[src/rtl/alpha_trim_pkg.sv]
// Shared definitions for the alpha-trimmed-mean sequencer: default geometry,
// derived widths and the one-hot state encoding.
package alpha_trim_pkg;

  localparam int DN_DEF       = 25;
  localparam int DW_DEF       = 8;
  localparam int TRIM_DEF     = 4;
  localparam int SW_DEF       = $clog2(DN_DEF);
  localparam int SORT_TIMEOUT = 15;

  // Number of ranks that survive trimming, and the accumulator width that can
  // hold KEEP full-scale elements without overflow.
  function automatic int keep_count(input int dn, input int trim);
    return dn - 2 * trim;
  endfunction

  function automatic int sum_width(input int dw, input int keep);
    return dw + $clog2(keep + 1);
  endfunction

  localparam int KEEP = keep_count(DN_DEF, TRIM_DEF);
  localparam int KW   = $clog2(KEEP + 1);
  localparam int SUMW = sum_width(DW_DEF, KEEP);

  localparam logic [6:0] ST_IDLE    = 7'b0000001;
  localparam logic [6:0] ST_LAUNCH  = 7'b0000010;
  localparam logic [6:0] ST_WAIT    = 7'b0000100;
  localparam logic [6:0] ST_CAPTURE = 7'b0001000;
  localparam logic [6:0] ST_ACCUM   = 7'b0010000;
  localparam logic [6:0] ST_DIV     = 7'b0100000;
  localparam logic [6:0] ST_OUT     = 7'b1000000;

  typedef enum logic [6:0] {
    S_IDLE    = ST_IDLE,
    S_LAUNCH  = ST_LAUNCH,
    S_WAIT    = ST_WAIT,
    S_CAPTURE = ST_CAPTURE,
    S_ACCUM   = ST_ACCUM,
    S_DIV     = ST_DIV,
    S_OUT     = ST_OUT
  } state_t;

endpackage

[src/rtl/alpha_trim_ctrl_if.sv]
// Bus bundle between the window generator, the rank sorter, the downstream
// consumer and the alpha-trim sequencer. The slave view is the sequencer.
interface alpha_trim_ctrl_if
  import alpha_trim_pkg::*;
#(
  parameter int DN = DN_DEF,
  parameter int DW = DW_DEF,
  parameter int SW = $clog2(DN)
) ();

  logic              win_valid;
  logic              win_ready;
  logic [DW*DN-1:0]  win_data;
  logic              sort_sig;
  logic [DW*DN-1:0]  sort_data;
  logic              sort_finish;
  logic [SW*DN-1:0]  sequence_sorted;
  logic              mean_valid;
  logic              mean_ready;
  logic [DW-1:0]     mean_data;
  logic              err_timeout;

  modport slave (
    input  win_valid, win_data, sort_finish, sequence_sorted, mean_ready,
    output win_ready, sort_sig, sort_data, mean_valid, mean_data, err_timeout
  );

  modport master (
    output win_valid, win_data, sort_finish, sequence_sorted, mean_ready,
    input  win_ready, sort_sig, sort_data, mean_valid, mean_data, err_timeout
  );

endinterface

[src/rtl/const_div_seq.sv]
// Start/done restoring divider by a constant. One quotient bit per cycle,
// DIVIDEND_W cycles after start; done is high during the final iteration so
// the quotient is ready on the following cycle and held until the next start.
module const_div_seq #(
  parameter int DIVIDEND_W = 13,
  parameter int DIVISOR    = 17,
  parameter int QW         = 8
) (
  input  logic                  clk,
  input  logic                  rst,
  input  logic                  start,
  input  logic [DIVIDEND_W-1:0] dividend,
  output logic                  done,
  output logic [QW-1:0]         quotient
);

  localparam int RW = $clog2(DIVISOR + 1);
  localparam int CW = $clog2(DIVIDEND_W + 1);
  localparam logic [RW-1:0] DIV_LO = RW'(DIVISOR);

  logic [DIVIDEND_W-1:0] dvd;
  logic [RW-1:0]         rem;
  logic [CW-1:0]         cnt;
  logic                  busy;
  logic [RW:0]           trial;
  logic                  fits;

  assign trial    = {rem, dvd[DIVIDEND_W-1]};
  assign fits     = (trial >= {1'b0, DIV_LO});
  assign done     = busy && (cnt == CW'(1));
  assign quotient = dvd[QW-1:0];

  // Shift one dividend bit into the remainder per cycle, subtracting the divisor when it fits.
  always_ff @(posedge clk) begin
    if (rst) begin
      busy <= 1'b0;
      cnt  <= '0;
      dvd  <= '0;
      rem  <= '0;
    end else if (start) begin
      busy <= 1'b1;
      cnt  <= CW'(DIVIDEND_W);
      dvd  <= dividend;
      rem  <= '0;
    end else if (busy) begin
      rem  <= fits ? (trial[RW-1:0] - DIV_LO) : trial[RW-1:0];
      dvd  <= {dvd[DIVIDEND_W-2:0], fits};
      cnt  <= cnt - 1'b1;
      if (cnt == CW'(1)) busy <= 1'b0;
    end
  end

endmodule

[src/rtl/alpha_trim_ctrl.sv]
// Alpha-trim sequencer: takes a window, launches the rank sorter, sums the
// kept middle ranks one per cycle and divides by the kept count with
// round-half-up. Optional sorter watchdog: define ALPHA_TRIM_TIMEOUT_EN to
// fall back to the centre element (flagged by err_timeout) when the sorter
// does not finish in time.
module alpha_trim_ctrl
  import alpha_trim_pkg::*;
#(
  parameter int DN   = DN_DEF,
  parameter int DW   = DW_DEF,
  parameter int SW   = $clog2(DN),
  parameter int TRIM = TRIM_DEF
) (
  input logic               clk,
  input logic               rst,
  alpha_trim_ctrl_if.slave  bus
);

  localparam int KEEP_N = keep_count(DN, TRIM);
  localparam int SUMW_N = sum_width(DW, KEEP_N);
  localparam logic [SW-1:0] K_FIRST = SW'(TRIM);
  localparam logic [SW-1:0] K_LAST  = SW'(DN - 1 - TRIM);

  state_t            state, next_state;
  logic [DW*DN-1:0]  sort_data_q;
  logic [SW*DN-1:0]  seq_q;
  logic [SW-1:0]     k;
  logic [SUMW_N-1:0] sum, sum_next, dividend;
  logic [SW-1:0]     cur_idx;
  logic [DW-1:0]     elem, div_q;
  logic              ready_en, win_ready_c, div_start, div_done, last_rank;

  assign cur_idx   = seq_q[k*SW +: SW];
  assign elem      = sort_data_q[cur_idx*DW +: DW];
  assign sum_next  = sum + SUMW_N'(elem);
  assign dividend  = sum_next + SUMW_N'(KEEP_N / 2);
  assign last_rank = (k == K_LAST);

`ifdef ALPHA_TRIM_TIMEOUT_EN
  localparam int TW = $clog2(SORT_TIMEOUT + 1);
  logic [TW-1:0] wait_cnt;
  logic          timeout_hit, timeout_q;
  logic [DW-1:0] centre;

  assign timeout_hit = (wait_cnt == TW'(SORT_TIMEOUT - 1));
  assign centre      = sort_data_q[(DN/2)*DW +: DW];

  // Count WAIT cycles from zero on each entry and remember a watchdog abort until the result is taken.
  always_ff @(posedge clk) begin
    if (rst) begin
      wait_cnt  <= '0;
      timeout_q <= 1'b0;
    end else begin
      if (state != S_WAIT) wait_cnt <= '0;
      else                 wait_cnt <= wait_cnt + 1'b1;
      if (state == S_WAIT && !bus.sort_finish && timeout_hit) timeout_q <= 1'b1;
      else if (state == S_OUT && bus.mean_ready)              timeout_q <= 1'b0;
    end
  end

  assign bus.mean_data   = (state == S_OUT) ? (timeout_q ? centre : div_q) : '0;
  assign bus.err_timeout = timeout_q;
`else
  assign bus.mean_data   = (state == S_OUT) ? div_q : '0;
  assign bus.err_timeout = 1'b0;
`endif

  // State register.
  always_ff @(posedge clk) begin
    if (rst) state <= S_IDLE;
    else     state <= next_state;
  end

  // Next-state decode and the per-state strobes.
  always_comb begin
    next_state     = state;
    win_ready_c    = 1'b0;
    bus.sort_sig   = 1'b0;
    bus.mean_valid = 1'b0;
    div_start      = 1'b0;
    unique case (state)
      S_IDLE: begin
        win_ready_c = ready_en;
        if (bus.win_valid && ready_en) next_state = S_LAUNCH;
      end
      S_LAUNCH: begin
        bus.sort_sig = 1'b1;
        next_state   = S_WAIT;
      end
      S_WAIT: begin
        if (bus.sort_finish) next_state = S_CAPTURE;
`ifdef ALPHA_TRIM_TIMEOUT_EN
        else if (timeout_hit) next_state = S_OUT;
`endif
      end
      S_CAPTURE: next_state = S_ACCUM;
      S_ACCUM: begin
        if (last_rank) begin
          div_start  = 1'b1;
          next_state = S_DIV;
        end
      end
      S_DIV: begin
        if (div_done) next_state = S_OUT;
      end
      S_OUT: begin
        bus.mean_valid = 1'b1;
        if (bus.mean_ready) next_state = S_IDLE;
      end
      default: next_state = S_IDLE;
    endcase
  end

  assign bus.win_ready = win_ready_c;
  assign bus.sort_data = sort_data_q;

  // Window latch, rank snapshot, rank counter and accumulator; ready_en keeps win_ready low in the reset cycle.
  always_ff @(posedge clk) begin
    if (rst) begin
      sort_data_q <= '0;
      seq_q       <= '0;
      k           <= '0;
      sum         <= '0;
      ready_en    <= 1'b0;
    end else begin
      ready_en <= 1'b1;
      case (state)
        S_IDLE: if (bus.win_valid && win_ready_c) sort_data_q <= bus.win_data;
        S_CAPTURE: begin
          seq_q <= bus.sequence_sorted;
          k     <= K_FIRST;
          sum   <= '0;
        end
        S_ACCUM: begin
          sum <= sum_next;
          k   <= k + 1'b1;
        end
        default: ;
      endcase
    end
  end

  const_div_seq #(
    .DIVIDEND_W(SUMW_N),
    .DIVISOR   (KEEP_N),
    .QW        (DW)
  ) u_div (
    .clk     (clk),
    .rst     (rst),
    .start   (div_start),
    .dividend(dividend),
    .done    (div_done),
    .quotient(div_q)
  );

endmodule

[src/flat_wrapper.sv]
// flat-port wrapper written by rule: the top's interface ports become plain ports
module alpha_trim_ctrl_flat import alpha_trim_pkg::*;
#(
  parameter int DN   = DN_DEF,
  parameter int DW   = DW_DEF,
  parameter int SW   = $clog2(DN),
  parameter int TRIM = TRIM_DEF
)
  (clk, rst, bus_win_valid, bus_win_data, bus_sort_finish, bus_sequence_sorted, bus_mean_ready, bus_win_ready, bus_sort_sig, bus_sort_data, bus_mean_valid, bus_mean_data, bus_err_timeout);
  alpha_trim_ctrl_if #(.DN(DN), .DW(DW), .SW(SW)) bus_i ();
  input logic clk;
  input logic rst;
  input wire logic [$bits(bus_i.win_valid)-1:0] bus_win_valid;
  input wire logic [$bits(bus_i.win_data)-1:0] bus_win_data;
  input wire logic [$bits(bus_i.sort_finish)-1:0] bus_sort_finish;
  input wire logic [$bits(bus_i.sequence_sorted)-1:0] bus_sequence_sorted;
  input wire logic [$bits(bus_i.mean_ready)-1:0] bus_mean_ready;
  output wire logic [$bits(bus_i.win_ready)-1:0] bus_win_ready;
  output wire logic [$bits(bus_i.sort_sig)-1:0] bus_sort_sig;
  output wire logic [$bits(bus_i.sort_data)-1:0] bus_sort_data;
  output wire logic [$bits(bus_i.mean_valid)-1:0] bus_mean_valid;
  output wire logic [$bits(bus_i.mean_data)-1:0] bus_mean_data;
  output wire logic [$bits(bus_i.err_timeout)-1:0] bus_err_timeout;
  assign bus_i.win_valid = bus_win_valid;
  assign bus_i.win_data = bus_win_data;
  assign bus_i.sort_finish = bus_sort_finish;
  assign bus_i.sequence_sorted = bus_sequence_sorted;
  assign bus_i.mean_ready = bus_mean_ready;
  assign bus_win_ready = bus_i.win_ready;
  assign bus_sort_sig = bus_i.sort_sig;
  assign bus_sort_data = bus_i.sort_data;
  assign bus_mean_valid = bus_i.mean_valid;
  assign bus_mean_data = bus_i.mean_data;
  assign bus_err_timeout = bus_i.err_timeout;
  alpha_trim_ctrl #(.DN(DN), .DW(DW), .SW(SW), .TRIM(TRIM)) u_core (.clk(clk), .rst(rst), .bus(bus_i));
endmodule
[config.mk]
export PLATFORM = sky130hd
export DESIGN_NAME = alpha_trim_ctrl_flat
export DESIGN_NICKNAME = d
export VERILOG_FILES = /design/src/rtl/alpha_trim_pkg.sv /design/src/rtl/alpha_trim_ctrl_if.sv /design/src/rtl/const_div_seq.sv /design/src/rtl/alpha_trim_ctrl.sv /design/src/flat_wrapper.sv
export SDC_FILE = /design/constraint.sdc
export NUM_CORES = 1
export LEC_CHECK = 0
export CORE_AREA = 2 2 192 289
export DETAILED_ROUTE_END_ITERATION = 12
export DIE_AREA = 0 0 194 291
export SLEW_MARGIN = 20
export SYNTH_ARGS = -nofsm -noshare
export SYNTH_HDL_FRONTEND = slang
export SYNTH_SLANG_ARGS = --single-unit
[constraint.sdc]
create_clock -name clk -period 13.5 [get_ports clk]
set_clock_uncertainty 0.1 [all_clocks]
set_input_delay 3.375 -clock clk [delete_from_list [all_inputs] [get_ports clk]]
set_output_delay 3.375 -clock clk [all_outputs]
set_load 0.005 [all_outputs]
==> out/qor.yml <==
synth:
  netlist.top_cell.by_area: "dfxtp_1"
  synth_edf_count: 0
  yosys.cell_types.count: 71
  synthTopCellsByArea: "dfxtp_1, nand2_1, a21oi_1"
  synth-seq-cells: 374
  syn-num-nets: 2472
  netlist_top_cells_count: "nand2_1, dfxtp_1, a21oi_1, clkbuf_1, mux2i_1"
  synth_top_area_frac: 0.437
  synthCells: 2125
  synth.cell_area_mm2: 0.0171
  async_flop_share: 0
  ys.warnings.count: 0
  yosysSeqAreaShare: 0.437
  avgSynthCellArea_um2: 8.06
  synthFlopType: "dfxtp_1"
  yosysMostFrequentCell: "nand2_1"
critical_path:
  r2r_end: "u_core.u_div.dvd[12]$_SDFFE_PP0P_"
  cp_data_required_time_ps: 13870
  cp-start-kind: "register"
  cp.arrival_ps: 8040
  end_kind: "register"
  cp_slowest_cell: "nor2_4"
  cpPeakStageDelay_ps: 850
  reg2reg_slack_ps: 5830
  cpLargestDelayFamily: "compound AO/OA/AOI/OAI gates"
  cp.depth: 22
  cp_max_fo: 49
  crit_type: "reg -> reg"
  worstPathCellList: "buf_4 > mux4_2 > o22ai_1 > a21o_1 > o22ai_4 > nor2_4 > buf_4 > mux2_2 > a22o_1 > o21ai_0 > a2bb2oi_1 > ha_1 > fa_1 > a21o_1 > a21oi_1 > o21bai_1 > a2111oi_0 > nor2_1 > xor2_1 > nand2b_1 > or4_1 > nand3_1"
  rr_worst_depth: 22
  worstSetupStartpoint: "u_core.k[2]$_SDFFE_PP0P_"
  r2r-start: "u_core.k[2]$_SDFFE_PP0P_"
  crit_buf_inv: 2
run_status:
  run_status: "finished, final reports clean"
die:
  fp.dieW_um: 194
  dieHeight_um: 291
  initial_core_util: 0.316
  std_cell_rows: 105
  fp.dieArea_mm2: 0.0565
  boundaryPins: 542
  core_mm2: 0.0541
global_routing:
  grt_usage: 0.233
  grt_overflow_total: 0
  grt_pass1_vias: 16600
  grt_pass1_wl_um: 102000
  grt_max_degree: 236
  antenna_found_initial: 11
timing:
  timing.final.crit_period_ps: 7670
  relSlewSlack: 0.138
  tightest_slew_ps: 1290
  rsz0062_at_grt: "no"
  setup_tns_ps: 0
  finalCritPeriodShare: 0.568
  maxSlewViolCount: 0
  fmax_ghz: 0.130
  final_hold_viol_count: 0
  finalSetupViolations: 0
cts:
  cts_setup_buffers: 0
  root_buffer: "clkbuf_16"
  cts_tree: "built"
  clkTransAtPathRegs_ps: 60
  cts_sinks: 374
  postCtsHoldBufs: 0
  cts_resized: 0
  clkLatencyLatePin_ps: 560
  numCtsBuffers: 40
  cts_buffer_depth: 3
  h-tree-depth: 2
placed_design:
  placedCellCount: 3209
  portBuffers: 540
  gp_congestion: 0.899
  dp_hpwl_um: 51900
layout:
  n_fill_cell: 5363
  area_delta_synth_final_pct: 40.9
  instances_no_fill: 3286
  nets: 2903
  drive_above_1_share: 0.0681
route:
  first_iter_violations: 1074
  dr.pass1.iters: 5
  wl_per_cell_um: 21.0
  vias: 16800
  detail-route-antenna-nets: 0
  wirelength_um: 68900
  drc: 0
  viasPerCell: 5.13
hold_path:
  min_from: "u_core.seq_q[16]$_SDFFE_PP0P_"
  min_path_type: "reg -> reg"
  hold_depth: 2
  min_to: "u_core.seq_q[16]$_SDFFE_PP0P_"
power:
  vdd_drop_max_v: 0.0000850
  power_leakage_uw: 0.00864
  p_per_area_mw_per_mm2: 125
run:
  maxCapViolations: 0
worst reg2reg max path: stages, from the launching register on:
cell and delay [ps]:
dfxtp_2 310, buf_4 430, mux4_2 590, o22ai_1 150, a21o_1 200, o22ai_4 210, nor2_4 850, buf_4 690
mux2_2 450, a22o_1 240, o21ai_0 190, a2bb2oi_1 100, ha_1 210, fa_1 400, a21o_1 170, a21oi_1 210
o21bai_1 110, a2111oi_0 670, nor2_1 210, xor2_1 340, nand2b_1 140, or4_1 540, nand3_1 90
metrics by stage:
step | area, um^2 | worst slack (ps) | power [uW] | util | hold slack [ps]
2_1_floorplan | 17100 | 7910 | 1540 | - | 333
3_3_place_gp | 22800 | 6030 | 1940 | 0.422 | 340
3_5_place_dp | 22800 | 5820 | 1950 | 0.422 | 348
4_1_cts | 24100 | 5840 | 3050 | 0.446 | 355
5_1_grt | 24100 | 5290 | 3140 | 0.446 | 366
6_report | 24100 | 5830 | 3020 | 0.446 | 354
worst max-delay path by stage:
stage                                         to  slack (ps)
2_1_floorplan  u_core.u_div.dvd[12]$_SDFFE_PP0P_        7910
3_3_place_gp   u_core.u_div.dvd[12]$_SDFFE_PP0P_        6030
3_5_place_dp   u_core.u_div.dvd[10]$_SDFFE_PP0P_        5820
4_1_cts        u_core.u_div.dvd[12]$_SDFFE_PP0P_        5840
5_1_grt        u_core.u_div.dvd[10]$_SDFFE_PP0P_        5290
6_report       u_core.u_div.dvd[12]$_SDFFE_PP0P_        5830
per-layer routing:
metal / vias to the layer above / global-route usage / wire length, um
li1: 8128 / - / -
met1: 7912 / 0.253 / 25700
met2: 641 / 0.417 / 34800
met3: 158 / 0.0492 / 4390
met4: 8 / 0.132 / 3940
met5: - / 0 / 54
area by class of cell:
type,instances,area [um^2],share of cell area
Clock inverter,11,110,0.00456
Tap cell,695,870,0.0360
Antenna cell,7,17.5,0.000726
Inverter,14,52.6,0.00218
Multi-Input combinational cell,1571,8880,0.368
Sequential cell,374,7490,0.310
Timing Repair Buffer,555,5540,0.229
Clock buffer,59,1170,0.0487
state kept, by name, indices dropped and copies added (netlist names):
signal / cells
u_core.u_div.dvd: 13
u_core.state: 7
u_core.seq_q: 125
u_core.u_div.rem: 5
u_core.u_div.cnt: 4
u_core.u_div.busy: 1
u_core.bus.sort_data: 200
u_core.sum: 13
u_core.ready_en: 1
u_core.k: 5
power breakdown:
| part | total (uW) | leakage [uW] | switching [uW] | internal (uW) |
|---|---|---|---|---|
| registers | 1290 | 0.00303 | 99.9 | 1190 |
| clock network | 1100 | 0.000625 | 472 | 626 |
| logic | 629 | 0.00499 | 308 | 322 |
| total | 3020 | 0.00864 | 879 | 2140 |
cells by family after synthesis:
kind of cell	synth area share
xor gates and xnor gates	0.0113
DFF	0.437
and+or+nand+nor	0.206
AOI/OAI and AO/OA	0.172
other	0.000219
adders and majority gates	0.0129
muxes	0.114
buffers and inverters	0.0473
cell usage in the layout, fill, tap and decap left out, types with 14 or more instances in the layout:
| cell type | Yosys | routed |
|---|---|---|
| buf_4 | 9 | 14 |
| nand3_1 | 41 | 39 |
| nor3_1 | 18 | 18 |
| nor2_1 | 50 | 50 |
| inv_1 | 14 | 14 |
| a22o_1 | 16 | 16 |
| mux2_2 | 51 | 51 |
| mux2i_1 | 68 | 67 |
| a21o_1 | 14 | 14 |
| a21oi_1 | 372 | 372 |
| mux4_2 | 28 | 28 |
| ha_1 | 16 | 16 |
| o21ai_0 | 27 | 27 |
| clkbuf_16 | 0 | 42 |
| nand2_1 | 695 | 695 |
| clkdlybuf4s50_1 | 0 | 539 |
| dfxtp_1 | 374 | 371 |
No activity file was read; power rests on OpenSTA's default activity.
